$ cat src/rtl/crypto_pkg.sv
// Shared constants and types for the crypto coprocessor front end.
package crypto_pkg;
  localparam logic [3:0] CMD_TAG    = 4'h4;
  localparam logic [7:0] SUB_LOAD   = 8'h00;
  localparam logic [7:0] SUB_CFG_LO = 8'h01;
  localparam logic [7:0] SUB_CFG_HI = 8'h0F;
  localparam int         BLOCK_W    = 128;

  typedef enum logic [2:0] {
    ST_IDLE,
    ST_CFG_VAL,
    ST_GAP,
    ST_COLLECT,
    ST_PEND
  } loader_state_t;
endpackage

$ cat src/rtl/crypto_cmd_decode.sv
// Combinational classifier for the instruction bus: LOAD / CONFIG detection.
module crypto_cmd_decode
  import crypto_pkg::*;
#(
  parameter int WORD_W = 32
) (
  input  logic [WORD_W-1:0] instruct,
  output logic              is_load,
  output logic              is_cfg,
  output logic [3:0]        cfg_idx
);
  logic       is_cmd;
  logic [7:0] sub;

  assign is_cmd  = (instruct[31:28] == CMD_TAG) && (instruct[27:8] == 20'h0);
  assign sub     = instruct[7:0];
  assign is_load = is_cmd && (sub == SUB_LOAD);
  assign is_cfg  = is_cmd && (sub >= SUB_CFG_LO) && (sub <= SUB_CFG_HI);
  assign cfg_idx = instruct[3:0];
endmodule

$ cat src/rtl/crypto_block_loader.sv
// Instruction decode, config writes and 128-bit block assembly ahead of the AES core.
module crypto_block_loader
  import crypto_pkg::*;
#(
  parameter int WORD_W     = 32,
  parameter int WORDS      = 4,
  parameter int GAP_CYCLES = 1
) (
  input  logic                      clock,
  input  logic                      reset_n,
  input  logic [WORD_W-1:0]         instruct,
  output logic [WORD_W*WORDS-1:0]   block_data,
  output logic                      block_valid,
  input  logic                      block_ready,
  output logic                      cfg_wr_en,
  output logic [3:0]                cfg_addr,
  output logic [WORD_W-1:0]         cfg_wr_data,
  output logic                      busy,
  output logic                      overrun
);
  localparam int CW = (WORDS > 1) ? $clog2(WORDS) : 1;
  localparam int GW = (GAP_CYCLES > 1) ? $clog2(GAP_CYCLES) : 1;

  loader_state_t                  state;
  logic [CW-1:0]                  wcnt;
  logic [GW-1:0]                  gap_cnt;
  logic [WORDS-1:0][WORD_W-1:0]   blk;
  logic                           is_load, is_cfg;
  logic [3:0]                     cfg_idx;

  crypto_cmd_decode #(.WORD_W(WORD_W)) u_dec (
    .instruct (instruct),
    .is_load  (is_load),
    .is_cfg   (is_cfg),
    .cfg_idx  (cfg_idx)
  );

  assign block_data = blk;

  always_ff @(posedge clock or negedge reset_n) begin
    if (!reset_n) begin
      state       <= ST_IDLE;
      wcnt        <= '0;
      gap_cnt     <= '0;
      blk         <= '0;
      block_valid <= 1'b0;
      cfg_wr_en   <= 1'b0;
      cfg_addr    <= '0;
      cfg_wr_data <= '0;
      busy        <= 1'b0;
      overrun     <= 1'b0;
    end else begin
      cfg_wr_en <= 1'b0;
      case (state)
        ST_IDLE: begin
          if (is_load) begin
            state   <= ST_GAP;
            gap_cnt <= '0;
            busy    <= 1'b1;
          end else if (is_cfg) begin
            cfg_addr <= cfg_idx;
            state    <= ST_CFG_VAL;
            busy     <= 1'b1;
          end
        end
        ST_CFG_VAL: begin
          cfg_wr_data <= instruct;
          cfg_wr_en   <= 1'b1;
          // A pending block survives the config detour unless it is taken now.
          if (block_valid && !block_ready) begin
            state <= ST_PEND;
          end else begin
            state       <= ST_IDLE;
            busy        <= 1'b0;
            block_valid <= 1'b0;
          end
        end
        ST_GAP: begin
          if (gap_cnt == GW'(GAP_CYCLES - 1)) begin
            state <= ST_COLLECT;
            wcnt  <= '0;
          end else begin
            gap_cnt <= gap_cnt + GW'(1);
          end
        end
        ST_COLLECT: begin
          blk[wcnt] <= instruct;
          wcnt      <= wcnt + CW'(1);
          if (wcnt == CW'(WORDS - 1)) begin
            block_valid <= 1'b1;
            state       <= ST_PEND;
          end
        end
        ST_PEND: begin
          if (block_ready) block_valid <= 1'b0;
          if (is_load) begin
            if (block_ready) begin
              state   <= ST_GAP;
              gap_cnt <= '0;
            end else begin
              overrun <= 1'b1;
            end
          end else if (is_cfg) begin
            cfg_addr <= cfg_idx;
            state    <= ST_CFG_VAL;
          end else if (block_ready) begin
            state <= ST_IDLE;
            busy  <= 1'b0;
          end
        end
        default: begin
          state <= ST_IDLE;
          busy  <= 1'b0;
        end
      endcase
    end
  end
endmodule

$ cat config.mk
export PLATFORM = sky130hd
export DESIGN_NAME = crypto_block_loader
export DESIGN_NICKNAME = d
export VERILOG_FILES = /design/src/rtl/crypto_pkg.sv /design/src/rtl/crypto_cmd_decode.sv /design/src/rtl/crypto_block_loader.sv
export SDC_FILE = /design/constraint.sdc
export NUM_CORES = 1
export LEC_CHECK = 0
export CAP_MARGIN = 10
export CORE_UTILIZATION = 47
export DETAILED_ROUTE_END_ITERATION = 16
export GPL_TIMING_DRIVEN = 0
export PLACE_DENSITY = 0.85
export RECOVER_POWER = 25
export SYNTH_ARGS = -nofsm -noshare
export SYNTH_HDL_FRONTEND = slang
export SYNTH_HIERARCHICAL = 1
export SYNTH_SLANG_ARGS = --single-unit
$ cat constraint.sdc
create_clock -name clock -period 1.95 [get_ports clock]
set_input_delay 0.195 -clock clock [delete_from_list [all_inputs] [get_ports clock]]
set_output_delay 0.195 -clock clock [all_outputs]
set_load 0.01 [all_outputs]
==> results of run 1 <==
[stage by stage]
stage | power (W) | util | worst slack [ns] | std cells
final | 0.00775 | 0.694 | 0.106 | 844
after global routing | 0.00800 | 0.694 | 0.0361 | 844
after CTS | 0.00779 | 0.698 | 0.0111 | 842
after detailed placement | 0.00457 | 0.649 | -1.00 | 801
after global placement | 0.00453 | 0.646 | -5.97 | 800
after floorplan | 0.00405 | - | 0.0995 | 418
[how the worst max path moves through the flow]
stage                                 to  slack, ns    startpoint  cells past startpoint
final                        cfg_addr[3]       0.11   instruct[4]                      7
after CTS                    cfg_addr[1]       0.01  instruct[10]                      9
after global placement    cfg_wr_data[2]      -5.97       reset_n                      1
after detailed placement     cfg_addr[3]      -1.00  instruct[12]                      7
after global routing         cfg_addr[0]       0.04  instruct[10]                      9
after floorplan              cfg_addr[0]        0.1  instruct[20]                      5
[cell type report]
cell class | count | area (um^2) | area share
Clock buffer | 23 | 488 | 0.0504
Timing Repair Buffer | 214 | 2030 | 0.210
Tap cell | 180 | 225 | 0.0233
Multi-Input combinational cell | 219 | 2340 | 0.242
Inverter | 4 | 15.0 | 0.00155
Buffer | 22 | 163 | 0.0168
Clock inverter | 9 | 85.1 | 0.00879
Sequential cell | 173 | 4330 | 0.447
[routing by layer]
metal / vias up / track usage / share of wire
li1: 1959 / - / -
met1: 2279 / 0.287 / 0.40
met2: 174 / 0.413 / 0.51
met3: 40 / 0.0735 / 0.062
met4: 0 / 0.106 / 0.030
met5: - / 0 / 0
[cells by family after synthesis]
kind of cell / count (synthesis) / share of synthesized area
flops: 173 / 0.640
mux: 164 / 0.273
simple gates: 36 / 0.0379
buf+inv: 26 / 0.0265
compound gates: 14 / 0.0135
fa+ha+maj: 4 / 0.00740
xor+xnor: 1 / 0.00130
[cells in the mapped netlist]
cell,number,area (um^2)
inv_1,4,15.0
buf_6,1,11.3
dfrtp_1,173,4330
o31a_1,1,8.76
nor2_2,1,6.26
a22o_1,1,8.76
nor2_1,1,3.75
a21o_1,2,15.0
o32ai_1,1,8.76
nand4_1,1,6.26
nand2_1,12,45.0
xor2_1,1,8.76
nor4bb_1,1,10.0
and3b_2,1,10.0
ha_1,4,50.1
a21oi_1,2,10.0
nand2b_1,2,12.5
nor4_2,1,12.5
o21bai_1,1,7.51
or4_4,2,22.5
nor4_1,5,31.3
o21ai_0,5,25.0
nor4_4,1,21.3
nor3b_1,1,7.51
mux2_2,164,1850
buf_2,2,10.0
nor4b_1,1,8.76
nor2b_1,3,18.8
or4b_1,1,10.0
nor4b_2,2,30.0
buf_4,19,143
o31ai_1,1,7.51
[where the power goes]
part / switching (W) / total (W) / leakage, nW / internal [W]
sequential: 0.0000741 / 0.00380 / 2.12 / 0.00372
clock: 0.00136 / 0.00326 / 0.276 / 0.00189
combinational: 0.000316 / 0.000689 / 1.89 / 0.000372
[state kept, by name, indices dropped and copies added (netlist names)]
| signal | flops |
|---|---|
| state | 3 |
| cfg_addr | 4 |
| block_data | 128 |
| overrun | 1 |
| block_valid | 1 |
| wcnt | 2 |
| busy | 1 |
| cfg_wr_data | 32 |
| cfg_wr_en | 1 |
[timing repair]
item                                    in CTS  in global routing
hold buffers                                 1                  0
setup buffers                                8                  2
cloned                                       0                  0
resized for setup                           46                 42
endpoints found under the setup margin       9                  5
pin swaps                                    8                 10
endpoints found under the hold margin       46                  0
==> results_dict.tcl, run 1 <==
set metrics [dict create \
    grt_pass1_vias 4796 \
    hold_slack_ns 0.108 \
    required_ns 2.25 \
    tightestPinTransition_ns 0.633 \
    ios 203 \
    drc 0 \
    syn_nets 457 \
    worstPathArrival_ns 2.15 \
    wirelength_mm 17.4 \
    critPathTopFamily "simple AND/OR/NAND/NOR gates" \
    peakVddDrop_mv 0.555 \
    synth_seq_cells 173 \
    maxCapViolCount 0 \
    setup_viol 0 \
    cts_tree "yes" \
    synth.avg_cell_area_um2 16.2 \
    yosysSeqAreaShare 0.640 \
    path_cells "dlygate4sd2_1 > or4_4 > nor4b_4 > inv_2 > nor4_4 > buf_4 > mux2_2" \
    holdPathEnd "block_data[123]" \
    first_pass_iters 4 \
    portBuffers 202 \
    postPlaceCellArea_um2 9040 \
    fp.coreArea_um2 13900 \
    track_usage 0.245 \
    r2r-end "cfg_wr_data[24]" \
    clkLatencyLatePin_ns 0.43 \
    synthDistinctLibCells 32 \
    p_leak_nw 4.28 \
    slew_headroom 0.578 \
    cts_buffers 17 \
    nNetsFinal 690 \
    final_cell_mix "dfrtp_1, clkdlybuf4s50_1, mux2_2, buf_4, clkbuf_2" \
    antenna_found_initial 0 \
    yosysWarnings 6 \
    synthCells 418 \
    viasPerCell 5.27 \
    status "finished, final reports clean" \
    gp_congestion 0.828 \
    die_area_um2 14900 \
    pwr_density_cell_nw_per_um2 801 \
    final_common_cell "dfrtp_1" \
    critPathBufInv 3 \
    ctsHtreeMaxLevel 4 \
    drv_slew 0 \
    fin_tns_setup_ns 0 \
    final_layout_size_suffix_gt1_frac 0.395 \
    wire_per_inst_um 20.6 \
    rows 43 \
    cp-start-kind "input port" \
    cts_sinks 173 \
    drtAntennaViolNets 0 \
    hold_violations 0 \
    netlist_area_um2 6760 \
    whs_path_depth 2 \
    hold_start "instruct[27]" \
    stdcell_area_um2 9680 \
    grt_max_degree 128 \
    drt_iter0_markers 180 \
    finalCritPeriodShare 0.945 \
    area_delta_synth_final_pct 43.1 \
    grt_pass1_wl_mm 26.6 \
    skew_ns 0.0104 \
    worstSetupPathType "input port to register" \
    hpwl_mm 12.1 \
    fill_cells 928 \
    r2r_setup_slack_ns 0.14 \
    max_stage_delay_ns 0.56 \
    die_y_um 122 \
    slowest_stage "or4_4" \
    rr_startpoint "state[2]" \
    reg2reg_depth 5 \
    cts_root_buf "clkbuf_16" \
    cp-end-kind "register" \
    holdCritPathClass "input port to register" \
    clk_path_buf_depth 2 \
    initial_utilization 0.485 \
    path_max_fanout 6 \
    min_period_ns 1.84 \
    vias 4452 \
    die_width_um 122 \
    overflow 0 \
    timing.fmax_mhz 542 \
    path_clk_slew_ns 0.06 \
    rsz0062_at_grt "no" \
    diodes 0 \
]
No activity file was read; power rests on OpenSTA's default activity.
==> run 2, diff against run 1 <==
- PLACE_DENSITY: 0.85 -> not set
- PLACE_DENSITY_LB_ADDON: not set -> 0.3
==> run 2 against run 1 <==
Against the previous run: fmax shrank 2.9%; clock power rose by 16%; flip-flop and latch count unchanged; cell count fell by 0.83%; sequential power about the same.
==> results_dict.tcl, run 2 (synthesized netlist as in run 1, its figures left out) <==
set metrics [dict create \
    grt_pass1_vias 4606 \
    pre_cts_ws_ns -0.968 \
    r2r_setup_slack_ns 0.11 \
    drtAntennaViolNets 0 \
    ios 203 \
    tightestPinTransition_ns 1.16 \
    final_common_cell "dfrtp_1" \
    min_period_ns 1.90 \
    die_width_um 122 \
    fp.coreArea_um2 13900 \
    cp-end-kind "register" \
    track_usage 0.237 \
    overflow 0 \
    multiInputGateArea_um2 2330 \
    cts_buffers 17 \
    wirelength_mm 16.6 \
    pwr_density_cell_nw_per_um2 849 \
    vias 4398 \
    grt.met1_usage 0.308 \
    fin_tns_setup_ns 0 \
    first_pass_iters 4 \
    gp_congestion 0.774 \
    path_clk_slew_ns 0.06 \
    die_area_um2 14900 \
    drt_iter0_markers 151 \
    worstSetupPathType "input port to register" \
    clk_path_buf_depth 2 \
    clkLatencyLatePin_ns 0.42 \
    p_int_w 0.00652 \
    portBuffers 202 \
    seq_power_share 0.460 \
    largest_register_ffs 128 \
    cts_root_buf "clkbuf_16" \
    required_ns 2.25 \
    setup_ws_ns 0.0515 \
    grt_pass1_wl_mm 26.0 \
    setup_viol 0 \
    path_max_fanout 6 \
    top_usage_layer "met2" \
    pwr-share-comb 0.083 \
    finalCritPeriodShare 0.974 \
    nNetsFinal 685 \
    final_layout_size_suffix_gt1_frac 0.390 \
    p_leak_nw 4.29 \
    peakVddDrop_mv 0.591 \
    area_delta_synth_final_pct 43.7 \
    drv_slew 0 \
    use_met2 0.374 \
    grt_max_degree 91 \
    drc 0 \
    worstPathArrival_ns 2.20 \
    rows 43 \
    p_sw_w 0.00173 \
    power_frac_clock 0.457 \
    status "finished, final reports clean" \
    viasPerCell 5.25 \
    cts_sinks 173 \
    hold_slack_ns 0.113 \
    maxCapViolCount 0 \
    postLayoutCoreUtil 0.697 \
    instances_no_fill 837 \
    grtUsageMet3 0.0721 \
    die_y_um 122 \
    p_sw_frac 0.210 \
    final_cell_mix "dfrtp_1, clkdlybuf4s50_1, mux2_2, buf_4" \
    skew_ns 0.00617 \
    initial_utilization 0.485 \
    holdCritPathClass "input port to register" \
    hpwl_mm 11.7 \
    hold_violations 0 \
    timing.fmax_mhz 527 \
    diodes 0 \
    area.sequential_um2 4330 \
    slew_headroom 0.230 \
    cts_tree "yes" \
    dp.cells 801 \
    antenna_found_initial 0 \
    wire_per_inst_um 19.9 \
    fill_cells 967 \
    cp-start-kind "input port" \
    ctsHtreeMaxLevel 4 \
]
run 2: changes by cell type in the layout (fill, tap and decap cells not counted), moves of 3 or more:
cell        delta
buf_4          -6
clkbuf_8       -3
clkinvlp_4     -3
bufinv_16      +5
run 2: area by class of cell:
cell class,count,share of cell area
Buffer,22,0.0167
Clock buffer,19,0.0456
Clock inverter,11,0.0223
Inverter,4,0.00155
Multi-Input combinational cell,219,0.240
Sequential cell,173,0.446
Tap cell,180,0.0232
Timing Repair Buffer,209,0.205
run 2: path summary, 6_finish.rpt:
kind | start | end | cells after the start
worst max register to register | state[2] | cfg_wr_data[4] | 5
min in group asynchronous | reset_n | block_data[15] | 2
worst min register to register | overrun | overrun | 1
worst max-delay path | instruct[19] | cfg_addr[2] | 8
max in group asynchronous | reset_n | block_data[120] | 3
worst min-delay path | instruct[31] | cfg_wr_data[31] | 2
run 2: repair_timing:
item,CTS,global route
resized for setup,48,40
pin swaps,7,10
setup endpoints to repair,9,5
endpoints found under the hold margin,83,0
buffers inserted,4,1
hold buffers,1,0
run 2: per-layer routing:
| layer | wire length, um | part of all wire | vias up |
|---|---|---|---|
| met2 | 8200 | 0.49 | 160 |
| met3 | 1180 | 0.071 | 21 |
| met5 | 0 | 0 | - |
| met4 | 215 | 0.013 | 0 |
| li1 | - | - | 1954 |
| met1 | 7020 | 0.42 | 2263 |
run 2: metrics by stage:
step / cell area, um^2 / total power, W
after floorplan: 6760 / 0.00405
after global placement: 9010 / 0.00454
after detailed placement: 9040 / 0.00457
after CTS: 9770 / 0.00833
after global routing: 9720 / 0.00851
final: 9720 / 0.00825
run 2: power groups by stage:
stage          clock network, W  registers [W]  logic [W]
6_report                0.00377        0.00380   0.000682
5_1_grt                 0.00396        0.00381   0.000738
4_1_cts                 0.00383        0.00380   0.000700
3_5_place_dp                  0        0.00386   0.000706
3_3_place_gp                  0        0.00385   0.000685
2_1_floorplan                 0        0.00392   0.000128
run 2: worst max-delay path, stage by stage:
cell and delay (ns):
dlygate4sd2_1 0.31, nor4_4 0.33, nand2_2 0.15, nor4b_4 0.32, inv_2 0.09, nor4_4 0.27, buf_4 0.18, mux2_2 0.34
